[config.mk]
export PLATFORM = sky130hd
export DESIGN_NAME = hazard_ctrl_unit
export DESIGN_NICKNAME = d
export VERILOG_FILES = /design/src/rtl/hazard_ctrl_unit.sv
export SDC_FILE = /design/constraint.sdc
export NUM_CORES = 1
export LEC_CHECK = 0
export ABC_AREA = 0
export CORE_AREA = 2 2 106 159
export DETAILED_ROUTE_END_ITERATION = 10
export DIE_AREA = 0 0 108 161
export PLACE_DENSITY = 0.65
export SLEW_MARGIN = 5
export SYNTH_ARGS = -nofsm -noshare
export SYNTH_HDL_FRONTEND = slang
export SYNTH_SLANG_ARGS = --single-unit
[constraint.sdc]
create_clock -name clk -period 2.27 [get_ports clk]
set_clock_uncertainty 0.15 [all_clocks]
set_input_delay 0.454 -clock clk [delete_from_list [all_inputs] [get_ports clk]]
set_output_delay 0.454 -clock clk [all_outputs]
set_load 0.02 [all_outputs]
[src/rtl/hazard_ctrl_unit.sv]
// Stall/flush sequencer for the 5-stage core: load-use bubbles, redirect flushes,
// data-memory wait freezes and saturating performance counters.
module hazard_ctrl_unit #(
  parameter int FLUSH_CYCLES = 1,
  parameter int MEM_TIMEOUT  = 255,
  parameter int CNT_W        = 32
) (
  input  logic             clk,
  input  logic             rst,
  input  logic [4:0]       rs1_ID,
  input  logic [4:0]       rs2_ID,
  input  logic             uses_rs1_ID,
  input  logic             uses_rs2_ID,
  input  logic [4:0]       rd_EX,
  input  logic             MemRead_EX,
  input  logic             pc_redirect_EX,
  input  logic             mem_req_MEM,
  input  logic             mem_ready,
  input  logic             count_clear,
  output logic             pc_en,
  output logic             if_id_en,
  output logic             if_id_flush,
  output logic             id_ex_en,
  output logic             id_ex_flush,
  output logic             ex_mem_en,
  output logic             mem_wb_bubble,
  output logic [1:0]       ctrl_state,
  output logic             mem_timeout,
  output logic [CNT_W-1:0] stall_cnt,
  output logic [CNT_W-1:0] flush_cnt,
  output logic [CNT_W-1:0] lu_cnt
);

  localparam logic [1:0]  ST_RUN       = 2'd0;
  localparam logic [1:0]  ST_FLUSH     = 2'd1;
  localparam logic [1:0]  ST_MEM_WAIT  = 2'd2;
  localparam logic [3:0]  FLUSH_RELOAD = 4'(FLUSH_CYCLES - 1);
  localparam logic [15:0] TIMEOUT_VAL  = 16'(MEM_TIMEOUT);

  logic [1:0]       state_q, state_d;
  logic [3:0]       flush_left_q, flush_left_d;
  logic [15:0]      wait_cnt_q, wait_cnt_d;
  logic             from_flush_q, from_flush_d;
  logic             mem_timeout_q, mem_timeout_d;
  logic [CNT_W-1:0] stall_cnt_q, stall_cnt_d;
  logic [CNT_W-1:0] flush_cnt_q, flush_cnt_d;
  logic [CNT_W-1:0] lu_cnt_q, lu_cnt_d;

  logic       load_use, mem_stall, freeze, inc_flush, inc_lu;
  logic [1:0] decode_state;

  function automatic logic [CNT_W-1:0] sat_inc(input logic [CNT_W-1:0] v);
    return (v == {CNT_W{1'b1}}) ? v : v + 1'b1;
  endfunction

  always_comb begin
    load_use  = MemRead_EX && (rd_EX != 5'd0) &&
                ((uses_rs1_ID && (rs1_ID == rd_EX)) || (uses_rs2_ID && (rs2_ID == rd_EX)));
    mem_stall = mem_req_MEM && !mem_ready;
    // Once waiting, only mem_ready releases the freeze; MEM is held so its request persists.
    freeze       = (state_q == ST_MEM_WAIT) ? !mem_ready : mem_stall;
    decode_state = (state_q == ST_MEM_WAIT) ? (from_flush_q ? ST_FLUSH : ST_RUN) : state_q;

    pc_en         = 1'b1;
    if_id_en      = 1'b1;
    if_id_flush   = 1'b0;
    id_ex_en      = 1'b1;
    id_ex_flush   = 1'b0;
    ex_mem_en     = 1'b1;
    mem_wb_bubble = 1'b0;
    state_d       = state_q;
    flush_left_d  = flush_left_q;
    wait_cnt_d    = wait_cnt_q;
    from_flush_d  = from_flush_q;
    inc_flush     = 1'b0;
    inc_lu        = 1'b0;

    if (!rst) begin
      if (freeze) begin
        pc_en         = 1'b0;
        if_id_en      = 1'b0;
        id_ex_en      = 1'b0;
        ex_mem_en     = 1'b0;
        mem_wb_bubble = 1'b1;
        state_d       = ST_MEM_WAIT;
        if (state_q != ST_MEM_WAIT) from_flush_d = (state_q == ST_FLUSH);
        wait_cnt_d = (wait_cnt_q == 16'hFFFF) ? wait_cnt_q : wait_cnt_q + 16'd1;
      end else begin
        wait_cnt_d = 16'd0;
        if (decode_state == ST_FLUSH) begin
          if_id_flush = 1'b1;
          id_ex_flush = 1'b1;
          if (pc_redirect_EX) begin
            inc_flush    = 1'b1;
            flush_left_d = FLUSH_RELOAD;
            state_d      = ST_FLUSH;
          end else if (flush_left_q <= 4'd1) begin
            flush_left_d = 4'd0;
            state_d      = ST_RUN;
          end else begin
            flush_left_d = flush_left_q - 4'd1;
            state_d      = ST_FLUSH;
          end
        end else begin
          state_d = ST_RUN;
          if (pc_redirect_EX) begin
            if_id_flush = 1'b1;
            id_ex_flush = 1'b1;
            inc_flush   = 1'b1;
            if (FLUSH_CYCLES > 1) begin
              state_d      = ST_FLUSH;
              flush_left_d = FLUSH_RELOAD;
            end
          end else if (load_use) begin
            pc_en       = 1'b0;
            if_id_en    = 1'b0;
            id_ex_flush = 1'b1;
            inc_lu      = 1'b1;
          end
        end
      end
    end

    mem_timeout_d = mem_timeout_q || (freeze && !rst && (wait_cnt_d == TIMEOUT_VAL));
    stall_cnt_d   = pc_en     ? stall_cnt_q : sat_inc(stall_cnt_q);
    flush_cnt_d   = inc_flush ? sat_inc(flush_cnt_q) : flush_cnt_q;
    lu_cnt_d      = inc_lu    ? sat_inc(lu_cnt_q) : lu_cnt_q;
    if (count_clear) begin
      mem_timeout_d = 1'b0;
      stall_cnt_d   = '0;
      flush_cnt_d   = '0;
      lu_cnt_d      = '0;
    end
  end

  always_ff @(posedge clk) begin
    if (rst) begin
      state_q       <= ST_RUN;
      flush_left_q  <= 4'd0;
      wait_cnt_q    <= 16'd0;
      from_flush_q  <= 1'b0;
      mem_timeout_q <= 1'b0;
      stall_cnt_q   <= '0;
      flush_cnt_q   <= '0;
      lu_cnt_q      <= '0;
    end else begin
      state_q       <= state_d;
      flush_left_q  <= flush_left_d;
      wait_cnt_q    <= wait_cnt_d;
      from_flush_q  <= from_flush_d;
      mem_timeout_q <= mem_timeout_d;
      stall_cnt_q   <= stall_cnt_d;
      flush_cnt_q   <= flush_cnt_d;
      lu_cnt_q      <= lu_cnt_d;
    end
  end

  assign ctrl_state  = state_q;
  assign mem_timeout = mem_timeout_q;
  assign stall_cnt   = stall_cnt_q;
  assign flush_cnt   = flush_cnt_q;
  assign lu_cnt      = lu_cnt_q;

endmodule

==> run summary, run 1 <==
The top cell types in the final layout, fill and taps aside, are sky130_fd_sc_hd__buf_4, sky130_fd_sc_hd__nor2_1, sky130_fd_sc_hd__clkdlybuf4s50_1, sky130_fd_sc_hd__dfxtp_1, sky130_fd_sc_hd__xnor2_1. The final non-filler cell total came out at ~1200. Ranked by total cell area, the synthesized netlist is headed by sky130_fd_sc_hd__dfxtp_1, sky130_fd_sc_hd__xnor2_1, sky130_fd_sc_hd__nor2_1. The first-pass GRT wire length is 29200 microns. For this run, the total global-route usage over all layers was measured as 20.9%. Before CTS, the worst setup slack after placement is -961 ps. In the final layout, the multi-input gates occupy roughly 0.0039 sq mm. The number of warnings printed during yosys synthesis came out at 0. The initial core utilization is 38.1%. From bottom edge to top edge, the die measures 161 microns. Entering global routing, the biggest net connects 37 pins.

The final hold violation count came to 0. The flip-flop and latch area came out at about 0.0024 sq mm. After clock tree synthesis, the clock-pin slew on the worst setup and hold paths is about 60 ps. In this run the cell area of the synthesized design comes to between 0.006 and 0.007 sq mm.

The number of antenna-violating nets in the routed design is 0. Leaving out fill and tap cells, the most frequent cell in the layout is sky130_fd_sc_hd__buf_4. The die boundary width is 108 microns. The transition time at the pin with the least slew margin came out at 370 ps. The count of standard-cell rows came out at 57. For the worst setup path, the data arrival time is approximately 1800 ps. The proportion of synthesized flip-flops having asynchronous set or reset came out at 0%. The layout overhead on the synthesized area is 61.1%.

The flow ran to the end, but the final reports show violations. The number of global-route vias before repair was between 6000 and 7000. The number of distinct library cells after synthesis is 55.

The core footprint is between 0.015 and 0.02 sq mm. After legalization and detailed placement, the total HPWL measured ~13000 microns. In this run, synthesis inferred 0 flip-flops with an integrated enable. The final setup slack of the worst path came out at -105 ps. The final weighted congestion in routability-driven placement came out at a little under 0.9.

The number of DRC violations after detailed routing is 0. The area of the die came out at approximately 0.017 sq mm. The layout net count is roughly 1100. The count of state elements after synthesis came out at 120. The number of DRC markers after the initial detailed-route iteration came out at between 200 and 300. The total congestion overflow is 0. Among all flip-flop cells after synthesis, the most frequent one is sky130_fd_sc_hd__dfxtp_1. The number of buffers inserted by hold repair at cts is 0. The worst setup path is launched from a flip-flop. In this run the worst path has a maximum fanout of 5. The number of port buffers came out at ~130. The checks that failed: setup timing.

The sequential fraction of the synthesis area is 39.3%. The final setup violation count came out at 7. Setup repair after global routing could not meet its margin everywhere. In this run the tightest slew margin relative to its limit is about 75%. The via count normalized by instance count came out at a little over 5. The CTS buffer count is 17.

The critical path required time came out at roughly 1700 ps. The fraction of layout instances using a drive strength above 1 came out at between 20% and 30%. The final worst-path cycle share came out at 105%. The insertion delay of the later-clocked pin in the worst-skew pair came out at between 400 and 500 ps. The number of levels in the clock H-tree came out at 4. The category of cells accounting for the largest share of critical-path delay is simple AND/OR/NAND/NOR gates. In this run the power density over the cells is ~540 mW/mm^2.

Counting tap cells, the placed design contains a total of roughly 1200 instances. The number of detailed-routing iterations run before antenna repair came out at 4. Across the VDD grid, the largest voltage drop is 0.000393 V.

The number of nets in the synthesized netlist is 785. The tree is rooted in a sky130_fd_sc_hd__clkbuf_16. The average footprint of a synthesized cell came out at around 8 sq um. TritonCTS built the clock tree. The maximum clock insertion buffer count came out at 2.

The count of buffer and inverter cells on the critical path is 1. The total count of max-transition violations in the final report is 0. The average wire per standard cell is roughly 15 microns. The leading area contributor after synthesis is sky130_fd_sc_hd__dfxtp_1. The final layout contains routed wiring with a total length of 18300 microns. STA classifies the critical path endpoint as a primary output. The total number of vias is 6365. The cell type of the slowest stage on the worst timing path is sky130_fd_sc_hd__dfxtp_2.

Synthesis produced a netlist whose cell count is between 700 and 800. The tightest min-delay check is of the reg -> reg type. The number of ports placed on the die boundary came out at 130. The time the worst path needs with I/O delays and setup is 2380 ps. Traced cell by cell, the critical path runs through nor2b_4 -> a21oi_2 -> and2b_2 -> a41oi_4 -> buf_6.

The number of antenna violations at the first check in global routing came out at 0. The number of fill cells in the layout is 1394. The number of antenna cells inserted is 0. For this design, the sink count on the clock tree is 120. The count of maximum capacitance violations is 0.

The highest cell delay on the worst timing path came out at 340 ps. Timing would allow up to 0.421 GHz. The fraction of synthesized cell area taken by the top area cell type came out at between 30 and 40%. The setup path with the least slack is of type reg -> out. For this design the static power due to leakage is approximately 3.4 nW.
[repair_timing]
item,CTS,global route
buffers inserted,5,12
endpoints found under the setup margin,75,78
pin swaps,20,34
resized for setup,77,76
cloned,1,1
[where the power goes]
part / internal, W / switching [W] / total (W)
registers: 0.00210 / 0.00000293 / 0.00211
clock network: 0.00188 / 0.00104 / 0.00292
logic: 0.000122 / 0.000134 / 0.000256
[routing by layer]
metal | track usage, % | part of all wire (%) | vias up
met5 | 0 | 0 | -
met4 | 10.7 | 3.5 | 0
met1 | 23.1 | 40 | 3016
met2 | 37.8 | 54 | 117
met3 | 3.31 | 2.9 | 43
li1 | - | - | 3189
[worst reg2reg max path, cell delays in order, from the launching register on]
cell                      delay (ps)
sky130_fd_sc_hd__dfxtp_2         320
sky130_fd_sc_hd__nor2b_4         140
sky130_fd_sc_hd__a21oi_2         150
sky130_fd_sc_hd__and2b_2         200
sky130_fd_sc_hd__buf_6           110
sky130_fd_sc_hd__nand4_1         100
sky130_fd_sc_hd__buf_6           160
sky130_fd_sc_hd__buf_12          140
sky130_fd_sc_hd__or2_4           240
sky130_fd_sc_hd__or4_4           420
sky130_fd_sc_hd__a21oi_2         140
[final cells by class]
cell class	count	share of cell area, %
tap	206	2.62
inverter	18	0.686
sequential	120	24.8
clock buffer	19	4.50
timing repair buffer	287	25.8
clock inverter	13	1.97
multi-input combinational	578	39.6
[sequential cells by signal, summed over array words and instances, names as in the netlist]
name and cells:
lu_cnt 32, flush_cnt 32, from_flush_q 1, mem_timeout 1, ctrl_state 2, wait_cnt_q 16, flush_left_q 4, stall_cnt 32
[through the flow]
step | util [%] | area [sq um] | TNS, ps | hold WS (ps) | power (W)
after floorplan | - | 6170 | -791 | 300 | 0.00227
final | 61.3 | 9840 | -417 | 310 | 0.00528
after global placement | 53.7 | 8610 | -54250 | 297 | 0.00240
after CTS | 58.5 | 9390 | -363 | 314 | 0.00533
after detailed placement | 53.7 | 8610 | -57780 | 300 | 0.00240
after global routing | 61.3 | 9840 | -2590 | 328 | 0.00544
[worst paths after layout]
| check | startpoint | end | slack [ps] | cells past startpoint |
|---|---|---|---|---|
| setup reg to reg | ctrl_state[1] | lu_cnt[20] | -60 | 10 |
| hold reg to reg | mem_timeout | mem_timeout | 310 | 2 |
| setup / recovery | ctrl_state[1] | pc_en | -110 | 5 |
| hold / removal | mem_timeout | mem_timeout | 310 | 2 |
[cell families (layout without fill, tap and decap cells)]
| family | after synthesis | after routing | share of synthesized area [%] |
|---|---|---|---|
| flip-flops | 120 | 120 | 39.3 |
| XOR/XNOR | 98 | 98 | 14.0 |
| buffers and inverters | 57 | 337 | 4.12 |
| AO/OA/AOI/OAI | 61 | 61 | 6.57 |
| AND/OR/NAND/NOR | 405 | 405 | 33.4 |
| multiplexers | 8 | 8 | 1.33 |
| adder cells (fa/ha/maj) | 6 | 6 | 1.23 |
[cells in the mapped netlist (3+ instances only)]
cell type                  instances
sky130_fd_sc_hd__nor2_1          132
sky130_fd_sc_hd__dfxtp_1         120
sky130_fd_sc_hd__xnor2_1          90
sky130_fd_sc_hd__nand2_1          58
sky130_fd_sc_hd__nand3_1          46
sky130_fd_sc_hd__nor3_1           41
sky130_fd_sc_hd__nand4_1          35
sky130_fd_sc_hd__nor4_1           32
sky130_fd_sc_hd__clkbuf_1         23
sky130_fd_sc_hd__a21oi_1          18
sky130_fd_sc_hd__inv_1            18
sky130_fd_sc_hd__and3_1           14
sky130_fd_sc_hd__o21ai_0          14
sky130_fd_sc_hd__buf_2             9
sky130_fd_sc_hd__or3_1             9
sky130_fd_sc_hd__xor2_1            8
sky130_fd_sc_hd__and4_1            7
sky130_fd_sc_hd__mux2i_1           7
sky130_fd_sc_hd__a31oi_1           6
sky130_fd_sc_hd__ha_1              6
sky130_fd_sc_hd__a41o_1            5
sky130_fd_sc_hd__nor3b_1           4
sky130_fd_sc_hd__or4_1             4
sky130_fd_sc_hd__a211oi_1          3
sky130_fd_sc_hd__and2_1            3
sky130_fd_sc_hd__and3_4            3
sky130_fd_sc_hd__clkbuf_2          3
sky130_fd_sc_hd__o31ai_1           3
sky130_fd_sc_hd__or2_2             3
Power figures use the tool's default switching activity.
==> run 2, diff against run 1 <==
--- a/config.mk
+++ b/config.mk
@@ -10,7 +10,7 @@
 export DETAILED_ROUTE_END_ITERATION = 10
 export DIE_AREA = 0 0 108 161
 export PLACE_DENSITY = 0.65
-export SLEW_MARGIN = 5
+export SLEW_MARGIN = 20
 export SYNTH_ARGS = -nofsm -noshare
 export SYNTH_HDL_FRONTEND = slang
 export SYNTH_SLANG_ARGS = --single-unit
==> results of run 2 <==
Final layout, timing and power as in run 1 (identical DEF).
==> run 3, diff against run 2 <==
--- a/config.mk
+++ b/config.mk
@@ -7,6 +7,7 @@
 export LEC_CHECK = 0
 export ABC_AREA = 0
 export CORE_AREA = 2 2 106 159
+export CTS_CLUSTER_SIZE = 40
 export DETAILED_ROUTE_END_ITERATION = 10
 export DIE_AREA = 0 0 108 161
 export PLACE_DENSITY = 0.65
==> results of run 3 <==
Final layout, timing and power as in run 1 (identical DEF).
